**src/rtl/rv523_panel_pkg.sv**
```systemverilog
// Shared state encoding, timing defaults and counter sizing for the
// front-panel run/halt/single-step controller.
package rv523_panel_pkg;

    typedef enum logic [2:0] {
        ST_HALTED     = 3'd0,
        ST_PULSE_RUN  = 3'd1,
        ST_RUNNING    = 3'd2,
        ST_PULSE_HALT = 3'd3,
        ST_STEP       = 3'd4
    } panel_state_e;

    localparam int DEBOUNCE_CYCLES_DEF = 16;
    localparam int PULSE_CYCLES_DEF    = 2;

    // Bits needed to hold the values 0..n-1, never fewer than one.
    function automatic int cntWidth(input int n);
        return (n > 2) ? $clog2(n) : 1;
    endfunction

endpackage

```
**src/rtl/panel_debounce.sv**
```systemverilog
// One panel button: 2-flop synchronizer, stability counter and a
// single-cycle press event on each accepted release-to-pressed transition.
module panel_debounce
    import rv523_panel_pkg::*;
#(
    parameter int DEBOUNCE_CYCLES = DEBOUNCE_CYCLES_DEF
) (
    input  logic clk,
    input  logic rst_n,
    input  logic btn_n_i,
    output logic press_o
);

    localparam int DW = cntWidth(DEBOUNCE_CYCLES);
    localparam logic [DW-1:0] CNT_LAST = DW'(DEBOUNCE_CYCLES - 1);

    logic          syncMeta_q;
    logic          syncOut_q;
    logic          level_q;
    logic          press_q;
    logic [DW-1:0] stableCnt_q;

    // The level only moves after the synchronized input has disagreed with it
    // for DEBOUNCE_CYCLES consecutive samples; any agreement restarts the count.
    always_ff @(posedge clk) begin
        if (!rst_n) begin
            syncMeta_q  <= 1'b1;
            syncOut_q   <= 1'b1;
            level_q     <= 1'b1;
            press_q     <= 1'b0;
            stableCnt_q <= '0;
        end else begin
            syncMeta_q <= btn_n_i;
            syncOut_q  <= syncMeta_q;
            press_q    <= 1'b0;
            if (syncOut_q == level_q) begin
                stableCnt_q <= '0;
            end else if (stableCnt_q == CNT_LAST) begin
                level_q     <= syncOut_q;
                press_q     <= ~syncOut_q;
                stableCnt_q <= '0;
            end else begin
                stableCnt_q <= stableCnt_q + DW'(1);
            end
        end
    end

    assign press_o = press_q;

endmodule

```
**src/rtl/panel_halt_ctrl.sv**
```systemverilog
// Run/halt/single-step controller driving the halt SR latch with timed
// active-low pulses and checking that the latch follows each command.
module panel_halt_ctrl
    import rv523_panel_pkg::*;
#(
    parameter int DEBOUNCE_CYCLES = DEBOUNCE_CYCLES_DEF,
    parameter int PULSE_CYCLES    = PULSE_CYCLES_DEF
) (
    input  logic       clk,
    input  logic       rst_n,
    input  logic       btn_run_n,
    input  logic       btn_halt_n,
    input  logic       btn_step_n,
    input  logic       latch_q,
    output logic       latch_nS,
    output logic       latch_nR,
    output logic       cpu_clk_en,
    output logic [2:0] state_o,
    output logic       fault
);

    localparam int PW = cntWidth(PULSE_CYCLES + 1);
    localparam logic [PW-1:0] PULSE_LAST  = PW'(PULSE_CYCLES - 1);
    localparam logic [PW-1:0] PULSE_CHECK = PW'(PULSE_CYCLES);

    logic runPress;
    logic haltPress;
    logic stepPress;

    panel_debounce #(.DEBOUNCE_CYCLES(DEBOUNCE_CYCLES)) u_dbRun (
        .clk(clk), .rst_n(rst_n), .btn_n_i(btn_run_n), .press_o(runPress)
    );
    panel_debounce #(.DEBOUNCE_CYCLES(DEBOUNCE_CYCLES)) u_dbHalt (
        .clk(clk), .rst_n(rst_n), .btn_n_i(btn_halt_n), .press_o(haltPress)
    );
    panel_debounce #(.DEBOUNCE_CYCLES(DEBOUNCE_CYCLES)) u_dbStep (
        .clk(clk), .rst_n(rst_n), .btn_n_i(btn_step_n), .press_o(stepPress)
    );

    panel_state_e  state_q;
    logic [PW-1:0] pulseCnt_q;
    logic          nS_q;
    logic          nR_q;
    logic          clkEn_q;
    logic          fault_q;

    // Pulse states count 0..PULSE_CYCLES-1 with the pin low, then spend one
    // cycle at PULSE_CHECK with the pin released before judging latch_q.
    always_ff @(posedge clk) begin
        if (!rst_n) begin
            state_q    <= ST_HALTED;
            pulseCnt_q <= '0;
            nS_q       <= 1'b0;
            nR_q       <= 1'b1;
            clkEn_q    <= 1'b0;
            fault_q    <= 1'b0;
        end else begin
            nS_q    <= 1'b1;
            nR_q    <= 1'b1;
            clkEn_q <= 1'b0;
            case (state_q)
                ST_HALTED: begin
                    if (runPress && !haltPress) begin
                        state_q    <= ST_PULSE_RUN;
                        nR_q       <= 1'b0;
                        pulseCnt_q <= '0;
                    end else if (stepPress && !haltPress) begin
                        state_q <= ST_STEP;
                        clkEn_q <= 1'b1;
                    end
                end
                ST_STEP: begin
                    state_q <= ST_HALTED;
                end
                ST_PULSE_RUN: begin
                    if (pulseCnt_q == PULSE_CHECK) begin
                        if (latch_q) begin
                            fault_q    <= 1'b1;
                            state_q    <= ST_PULSE_HALT;
                            nS_q       <= 1'b0;
                            pulseCnt_q <= '0;
                        end else begin
                            state_q <= ST_RUNNING;
                            clkEn_q <= 1'b1;
                        end
                    end else begin
                        pulseCnt_q <= pulseCnt_q + PW'(1);
                        nR_q       <= (pulseCnt_q == PULSE_LAST);
                    end
                end
                ST_RUNNING: begin
                    if (haltPress || latch_q) begin
                        if (latch_q) begin
                            fault_q <= 1'b1;
                        end
                        state_q    <= ST_PULSE_HALT;
                        nS_q       <= 1'b0;
                        pulseCnt_q <= '0;
                    end else begin
                        clkEn_q <= 1'b1;
                    end
                end
                ST_PULSE_HALT: begin
                    if (pulseCnt_q == PULSE_CHECK) begin
                        if (!latch_q) begin
                            fault_q <= 1'b1;
                        end
                        state_q <= ST_HALTED;
                    end else begin
                        pulseCnt_q <= pulseCnt_q + PW'(1);
                        nS_q       <= (pulseCnt_q == PULSE_LAST);
                    end
                end
                default: begin
                    state_q <= ST_HALTED;
                end
            endcase
        end
    end

    assign latch_nS   = nS_q;
    assign latch_nR   = nR_q;
    assign cpu_clk_en = clkEn_q;
    assign state_o    = state_q;
    assign fault      = fault_q;

endmodule

```
**config.mk**
```make
export PLATFORM = sky130hd
export DESIGN_NAME = panel_halt_ctrl
export DESIGN_NICKNAME = d
export VERILOG_FILES = /design/src/rtl/rv523_panel_pkg.sv /design/src/rtl/panel_debounce.sv /design/src/rtl/panel_halt_ctrl.sv
export SDC_FILE = /design/constraint.sdc
export NUM_CORES = 1
export LEC_CHECK = 0
export BUFFER_PORTS_ARGS = -buffer_cell sky130_fd_sc_hd__buf_2
export CAP_MARGIN = 25
export CORE_MARGIN = 2
export CORE_UTILIZATION = 40
export DETAILED_ROUTE_END_ITERATION = 7
export SKIP_LAST_GASP = 1
export SLEW_MARGIN = 20
export SYNTH_ARGS = -nofsm -noshare
export SYNTH_HDL_FRONTEND = slang
export SYNTH_SLANG_ARGS = --single-unit
```
**constraint.sdc**
```tcl
create_clock -name clk -period 1.48 [get_ports clk]
set_input_delay 0.148 -clock clk [delete_from_list [all_inputs] [get_ports clk]]
set_output_delay 0.148 -clock clk [all_outputs]
set_load 0.1 [all_outputs]
```
After elaboration in Yosys (flattened, before gate mapping)
Cells that the tools add are included.
- add/sub/neg operators: 4
- equality and inequality tests: 19
- multiplexer cells: 30
- bitwise operators: 10
- reductions and logical operators: 19
- operator list (cell ; number):
    3-bit OR reduction ; 6
    3-bit two-way mux ; 5
    1-bit two-way mux ; 14
    4-bit by 1-bit adder with 4-bit output, second input constant ; 3
    4-bit == test, second input constant ; 3
    2-bit inequality test, second input constant ; 6
    3-bit case mux with 4 select lines ; 1
    2-bit two-way mux ; 5
    1-bit NOT ; 10
    5-bit AND reduction ; 2
    1-bit case mux with 3 select lines ; 3
    2-bit case mux with 4 select lines ; 1
    3-bit by 2-bit == test with 1-bit output, second input constant ; 2
    3-bit inequality test, second input constant ; 2
    2-bit AND reduction ; 3
    4-bit AND reduction ; 1
    4-bit nonzero test ; 1
    1-bit == test ; 3
    3-bit by 1-bit == test with 1-bit output, second input constant ; 1
    3-bit logical NOT ; 1
    3-bit nonzero test ; 1
    2-bit by 1-bit adder with 2-bit output, second input constant ; 1
    2-bit by 1-bit == test with 1-bit output, second input constant ; 1
    2-bit == test, second input constant ; 1
    other kinds (4) ; 5
- register bits after elaboration: 33
- input port bits: 6
- output and inout port bits: 7

Depth between registers and ports, before layout
Gate-level depths: netlist of the first run.
- depth after elaboration: 5
- depth in mapped cells: 6
- gate-level depth less buffers: 6

Hierarchy
A second synthesis of the first run with hierarchy kept.
- cell total of the unflattened synthesis: 141
- area, all modules: 1318.8 µm²
- modules (own cells, without submodules) (module ; times used ; cells an instance ; area an instance (µm²) ; sequential area each (µm²)):
    panel_debounce ; 3 ; 26 ; 271.5 ; 160.2
    panel_halt_ctrl ; 1 ; 63 ; 504.2 ; 180.2

Least setup slack after synthesis of the first run
OpenSTA, ideal clock, no wires.
- path kind: reg2reg
- start: register state_q[1] (netlist: state_o[1])
- end: register pulseCnt_q[0]
- library setup time: 0.120 ns
- arrival: 1.748 ns
- path slack: -0.388 ns
- stages on the path, launching flop included: 6
- cells stage by stage: dfxtp_1 buf_6 and3b_1 o21ai_2 nand4b_2 mux2i_1
- word-level cells in the longest chain between the ends: 3
- RTL lines (element ; line ; RTL):
    from (decl) ; panel_halt_ctrl.sv:40 ; panel_state_e state_q;
    from (signal assigned) ; panel_halt_ctrl.sv:51 ; state_q <= ST_HALTED;
    from (signal assigned) ; panel_halt_ctrl.sv:64 ; state_q <= ST_PULSE_RUN;
    from (signal assigned) ; panel_halt_ctrl.sv:68 ; state_q <= ST_STEP;
    3-bit by 1-bit == test with 1-bit output (tied with other cells) ; panel_halt_ctrl.sv:61 ; case (state_q)
    3-bit inequality test (no source line) (tied with other cells) ; -- ;
    5-bit AND reduction (no source line) ; -- ;
    to (signal assigned) ; panel_halt_ctrl.sv:87 ; pulseCnt_q <= pulseCnt_q + PW'(1);
    to (signal assigned) ; panel_halt_ctrl.sv:110 ; pulseCnt_q <= pulseCnt_q + PW'(1);
    to (decl) ; panel_halt_ctrl.sv:41 ; logic [PW-1:0] pulseCnt_q;
Several ways; a longest one is shown, not always the timed one.
A chain may end at the register's enable or synchronous reset.

Worst setup path after layout of the first run
- start: register state_q[1] (netlist: state_o[1])
- end: output port state_o[1]
- RTL lines (element ; line ; RTL):
    to (decl) ; panel_halt_ctrl.sv:18 ; output logic [2:0] state_o,
No word-level cell between the ends.

==> results.py, run 1 <==
metrics = {
    "cts": {
        "cts_buffer_depth": 2,
        "root_buffer": "clkbuf_4",
        "post_cts_buffers": 0,
        "clkSlewWorstSetupHoldPaths_ps": 100,
        "cts_max_level": 2,
        "clock_latency_ps": 330,
        "clock-sinks": 33,
        "cts_tree": "yes",
        "cts-buffers-inserted": 5,
    },
    "placement": {
        "dp_hpwl_mm": 1.74,
        "placedInstanceArea_um2": 1500,
        "io_buffer_count": 12,
        "gp_congestion": 0.836,
    },
    "synthesis": {
        "ys_ff_latch": 33,
        "dominantRegCellSynth": "dfxtp_1",
        "synthArstFlopShare": 0,
        "yosysSeqAreaShare": 0.468,
        "synth_top_family_by_area": "simple AND/OR/NAND/NOR gates",
        "ys_types": 28,
        "synthAdderAreaFrac": 0.0532,
        "syn_inst": 148,
        "synthSimpleGateAreaFrac": 0.237,
        "syn_area_um2": 1410,
        "synth_edf_count": 0,
        "synth_xor_area_frac": 0.0683,
        "synth_compound_area_frac": 0.0550,
        "syn_area_per_cell_um2": 9.54,
        "muxShareOfSynthArea": 0.0656,
        "syn_nets": 160,
        "yosys_warnings": 0,
    },
    "worst_setup_path": {
        "path_cells": "buf_2",
        "worstPathRequired_ps": 1330,
        "startpoint_type": "register",
        "end_kind": "output pin",
        "critPathBufInv": 1,
        "slowest_stage": "dfxtp_4",
        "path_max_fanout": 18,
        "critPathMaxStageDelay_ps": 460,
        "crit_type": "reg2out",
        "critical-path-top-delay-family": "flip-flops",
        "crit_arrival_ps": 1250,
    },
    "global_routing": {
        "grt_pass1_wl_mm": 4.46,
        "grt_pass1_vias": 1031,
        "grt_overflow": 0,
        "grt_max_degree": 23,
        "grt_usage": 0.145,
        "antenna_found_initial": 0,
    },
    "floorplanning": {
        "core_um2": 3360,
        "die-area_um2": 4020,
        "die_x_um": 63.4,
        "rows": 21,
        "start_util": 0.420,
        "chipHeight_um": 63.4,
        "io_pins": 13,
    },
    "finish": {
        "antenna-diode-count": 0,
        "drive_above_1_share": 0.198,
        "fin_area_um2": 1610,
        "syn_to_final_growth_pct": 13.9,
        "nets": 179,
        "nFillCells": 356,
    },
    "route": {
        "drc": 0,
        "drt_iter0_markers": 53,
        "viasPerCell": 4.77,
        "wl_per_cell_um": 11.4,
        "firstDrtPassIters": 4,
        "vias": 1017,
        "wl_mm": 2.43,
        "ant_nets": 0,
    },
    "timing": {
        "rsz0062_at_grt": "false",
        "relSlewSlack": 0.678,
        "setup_viol": 0,
        "final-hold-violation-count": 0,
        "clock_skew_ps": 12.1,
        "period_needed_ps": 1400,
        "fin_crit_sh": 0.947,
        "worstMarginPinSlew_ps": 486,
        "tns_ps": 0,
        "maxSlewViolCount": 0,
        "fmax_mhz": 713,
    },
    "power_and_ir_drop": {
        "peakVddDrop_v": 0.000561,
        "p_per_area_nw_per_um2": 993,
        "p_leak_nw": 0.708,
    },
    "job": {
        "drv_cap": 0,
    },
    "min_path": {
        "hold_class": "in2reg",
    },
    "status": {
        "status": "completed",
    },
}
[where the power goes]
group,switching (mW),internal [mW]
sequential,0.00614,0.897
clock,0.287,0.344
combinational,0.0390,0.0238
total,0.333,1.26
[routing by layer]
layer  vias to the layer above  track usage  wire (um)
met5                         -            0          0
met4                         0       0.0707         40
met3                         5       0.0482        114
met2                        19        0.246       1200
met1                       463        0.163       1080
li1                        530            -          -
[final timing paths]
kind	to	from	slack, ps	cells after the start
worst min register to register	u_dbStep.syncOut_q	u_dbStep.syncMeta_q	420	1
worst min-delay path	state_o[2]	rst_n	110	3
worst max-delay path	state_o[1]	state_o[1]	80	1
worst max register to register	pulseCnt_q[0]	pulseCnt_q[0]	110	6
[cell families (layout without fill, tap and decap cells)]
group,count (synthesis),count (layout)
and+or+nand+nor,65,65
DFF,33,33
muxes,9,9
buffers and inverters,12,31
xor gates and xnor gates,11,11
AOI/OAI and AO/OA,12,12
adders and majority gates,6,6
[cell usage in the layout (no fill, tap or decap), drive strengths merged, types with 4 or more instances in the layout]
| cell | count |
|---|---|
| dfxtp | 33 |
| inv | 7 |
| nand2 | 14 |
| mux2i | 7 |
| clkbuf | 5 |
| a21oi | 6 |
| nand3 | 16 |
| xor2 | 11 |
| nor2 | 15 |
| ha | 6 |
| nor3 | 4 |
| buf | 14 |
| nand2b | 8 |
[flip-flops by register name (all words and copies together) (netlist names)]
signal,cells
u_dbHalt.stableCnt_q,4
u_dbRun.stableCnt_q,4
u_dbStep.stableCnt_q,4
state_o,3
pulseCnt_q,2
cpu_clk_en,1
fault,1
latch_nR,1
latch_nS,1
u_dbHalt.level_q,1
u_dbHalt.press_o,1
u_dbHalt.syncMeta_q,1
u_dbHalt.syncOut_q,1
u_dbRun.level_q,1
u_dbRun.press_o,1
u_dbRun.syncMeta_q,1
u_dbRun.syncOut_q,1
u_dbStep.level_q,1
u_dbStep.press_o,1
u_dbStep.syncMeta_q,1
u_dbStep.syncOut_q,1
[cell usage after synthesis, types with 2 or more instances]
cell type	count	area, um^2
and3_1	3	18.8
dfxtp_1	33	661
xor2_1	11	96.3
nand3_1	16	80.1
nor2_1	15	56.3
ha_1	6	75.1
a21oi_1	5	25.0
inv_1	7	26.3
mux2_2	2	22.5
nand2b_2	2	17.5
nand2_1	14	52.6
buf_6	4	45.0
nand2b_1	6	37.5
nor3_1	4	20.0
mux2i_1	7	70.1
[final cells by class]
class	instances	area, um^2	share of cell area
Sequential cell	33	668	0.416
Clock buffer	5	37.5	0.0233
Tap cell	46	57.6	0.0358
Inverter	7	26.3	0.0163
Timing Repair Buffer	17	108	0.0669
Clock inverter	2	35.0	0.0218
Multi-Input combinational cell	103	676	0.420
[timing repair]
item,in CTS,in global routing
hold buffers,3,0
endpoints found under the setup margin,1,2
resized for setup,1,1
endpoints found under the hold margin,3,0
gates cloned,0,0
[metrics by stage]
stage          power [mW]  setup WS (ps)  utilization  hold WS (ps)  std cells
5_1_grt              1.68           19.3        0.478           141        213
3_3_place_gp        0.978            170        0.446           329        203
4_1_cts              1.62           62.8        0.478           101        213
2_1_floorplan       0.962           37.1            -           221        148
6_report             1.60           78.4        0.478           112        213
3_5_place_dp        0.981           96.2        0.446           333        203
No activity file was read; power rests on OpenSTA's default activity.
==> run 2: changes to the inputs <==
==> constraint.sdc (replaced) <==
create_clock -name clk -period 1.7 [get_ports clk]
set_input_delay 0.17 -clock clk [delete_from_list [all_inputs] [get_ports clk]]
set_output_delay 0.17 -clock clk [all_outputs]
set_load 0.005 [all_outputs]
==> run 2 against run 1 <==
Compared with the run above:
- sequential share of layout area shrank 0.14 points
- die area is the same
- combinational power shrank 31%
- sequential power shrank 13%
- final area shrank 0.78%
- largest cell class unchanged
==> results.py, run 2 (synthesis results as in run 1) <==
metrics = {
    "worst_setup_path": {
        "slowest_stage": "dfxtp_1",
        "path_cells": "inv_1 -> ha_1 -> and3b_1 -> o21ai_2 -> nand4b_2 -> mux2i_1",
        "path_max_fanout": 6,
        "crit_arrival_ps": 1730,
        "critPathMaxStageDelay_ps": 380,
        "rr_worst_depth": 6,
        "crit_type": "reg2reg",
        "startpoint_type": "register",
        "end_kind": "register",
        "critPathBufInv": 1,
        "worstPathRequired_ps": 1940,
        "critical-path-top-delay-family": "flip-flops",
        "path_depth": 6,
    },
    "route": {
        "ant_nets": 0,
        "viasPerCell": 4.84,
        "firstDrtPassIters": 4,
        "wl_per_cell_um": 11.6,
        "vias": 1030,
        "drc": 0,
        "wl_mm": 2.47,
        "drt_iter0_markers": 38,
    },
    "cts": {
        "clkSlewWorstSetupHoldPaths_ps": 100,
        "cts_buffer_depth": 2,
        "cts_tree": "yes",
        "cts-buffers-inserted": 5,
        "clock-sinks": 33,
        "cts_max_level": 2,
        "root_buffer": "clkbuf_4",
        "post_cts_buffers": 0,
        "clock_latency_ps": 340,
    },
    "timing": {
        "tns_ps": 0,
        "clock_skew_ps": 8.34,
        "relSlewSlack": 0.729,
        "period_needed_ps": 1490,
        "worstMarginPinSlew_ps": 406,
        "final-hold-violation-count": 0,
        "fmax_mhz": 669,
        "setup_viol": 0,
        "maxSlewViolCount": 0,
        "fin_crit_sh": 0.879,
        "rsz0062_at_grt": "false",
    },
    "finish": {
        "syn_to_final_growth_pct": 13.0,
        "final_cell_mix": "dfxtp_1 (33), nand3_1 (16), nor2_1 (15)",
        "final_cells": 213,
        "reg.largest.list": "u_dbHalt.stableCnt_q: 4 flops, u_dbRun.stableCnt_q: 4 flops, u_dbStep.stableCnt_q: 4 flops",
        "drive_above_1_share": 0.180,
        "nets": 179,
        "layout_commonest_cell": "dfxtp_1",
        "nFillCells": 345,
        "antenna-diode-count": 0,
    },
    "floorplanning": {
        "rows": 21,
        "die-area_um2": 4020,
        "core_um2": 3360,
        "start_util": 0.420,
        "io_pins": 13,
        "die_x_um": 63.4,
        "chipHeight_um": 63.4,
    },
    "power_and_ir_drop": {
        "p_per_area_nw_per_um2": 870,
        "p_leak_nw": 0.707,
        "peakVddDrop_v": 0.000596,
    },
    "global_routing": {
        "grt_max_degree": 23,
        "grt_usage": 0.140,
        "grt_pass1_vias": 1036,
        "grt_pass1_wl_mm": 4.32,
        "grt_overflow": 0,
        "antenna_found_initial": 0,
    },
    "min_path": {
        "hold_path_depth": 2,
        "hold_class": "in2reg",
    },
    "status": {
        "status": "completed",
    },
    "placement": {
        "dp_hpwl_mm": 1.76,
        "place_inst": 204,
        "io_buffer_count": 12,
        "gp_congestion": 0.876,
    },
    "job": {
        "drv_cap": 0,
    },
}
-- run 2: cell types whose count changed in the layout (fill, tap and decap cells not counted), sizes merged --
cell / previous run / this run
buf: 14 / 15
dlygate4sd3: 3 / 2
-- run 2: metrics by stage --
stage                     hold slack, ps  utilization  worst slack (ps)  cell area [um^2]  power (mW)
final                               19.3        0.474               206              1600        1.39
after global routing                2.65        0.474              80.1              1600        1.46
after floorplan                      243            -               375              1410       0.830
after global placement               352        0.447               319              1500       0.844
after detailed placement             354        0.447               225              1500       0.846
after CTS                           8.75        0.474               209              1600        1.42
-- run 2: power by group --
group          total, mW  switching (mW)  internal (mW)
logic             0.0432          0.0240         0.0192
registers          0.788         0.00509          0.783
clock network      0.557           0.258          0.299
total               1.39           0.287           1.10
-- run 2: layer usage --
metal | track usage | up-vias | part of all wire
met5 | 0 | - | 0
met4 | 0.0924 | 0 | 0.032
met3 | 0.0446 | 9 | 0.046
met2 | 0.236 | 23 | 0.47
met1 | 0.149 | 468 | 0.45
li1 | - | 530 | -
-- run 2: final timing paths --
path | end | slack (ps) | from
worst max register to register | pulseCnt_q[1] | 210 | pulseCnt_q[0]
worst max-delay path | pulseCnt_q[1] | 210 | pulseCnt_q[0]
worst min-delay path | u_dbStep.syncMeta_q | 20 | btn_step_n
worst min register to register | u_dbHalt.syncOut_q | 420 | u_dbHalt.syncMeta_q
-- run 2: final cells by class --
type                    instances  area (um^2)  share of cell area
clock inverters                 2         35.0              0.0220
flip-flops and latches         33          661               0.414
multi-input cells             103          676               0.424
well taps                      46         57.6              0.0361
inverters                       7         26.3              0.0165
repair buffers                 17          103              0.0643
clock buffers                   5         37.5              0.0235
-- run 2: what timing repair did --
action,in CTS,in global routing
endpoints found under the setup margin,0,0
gates resized for setup,0,0
hold buffers,2,0
hold endpoints to repair,2,0
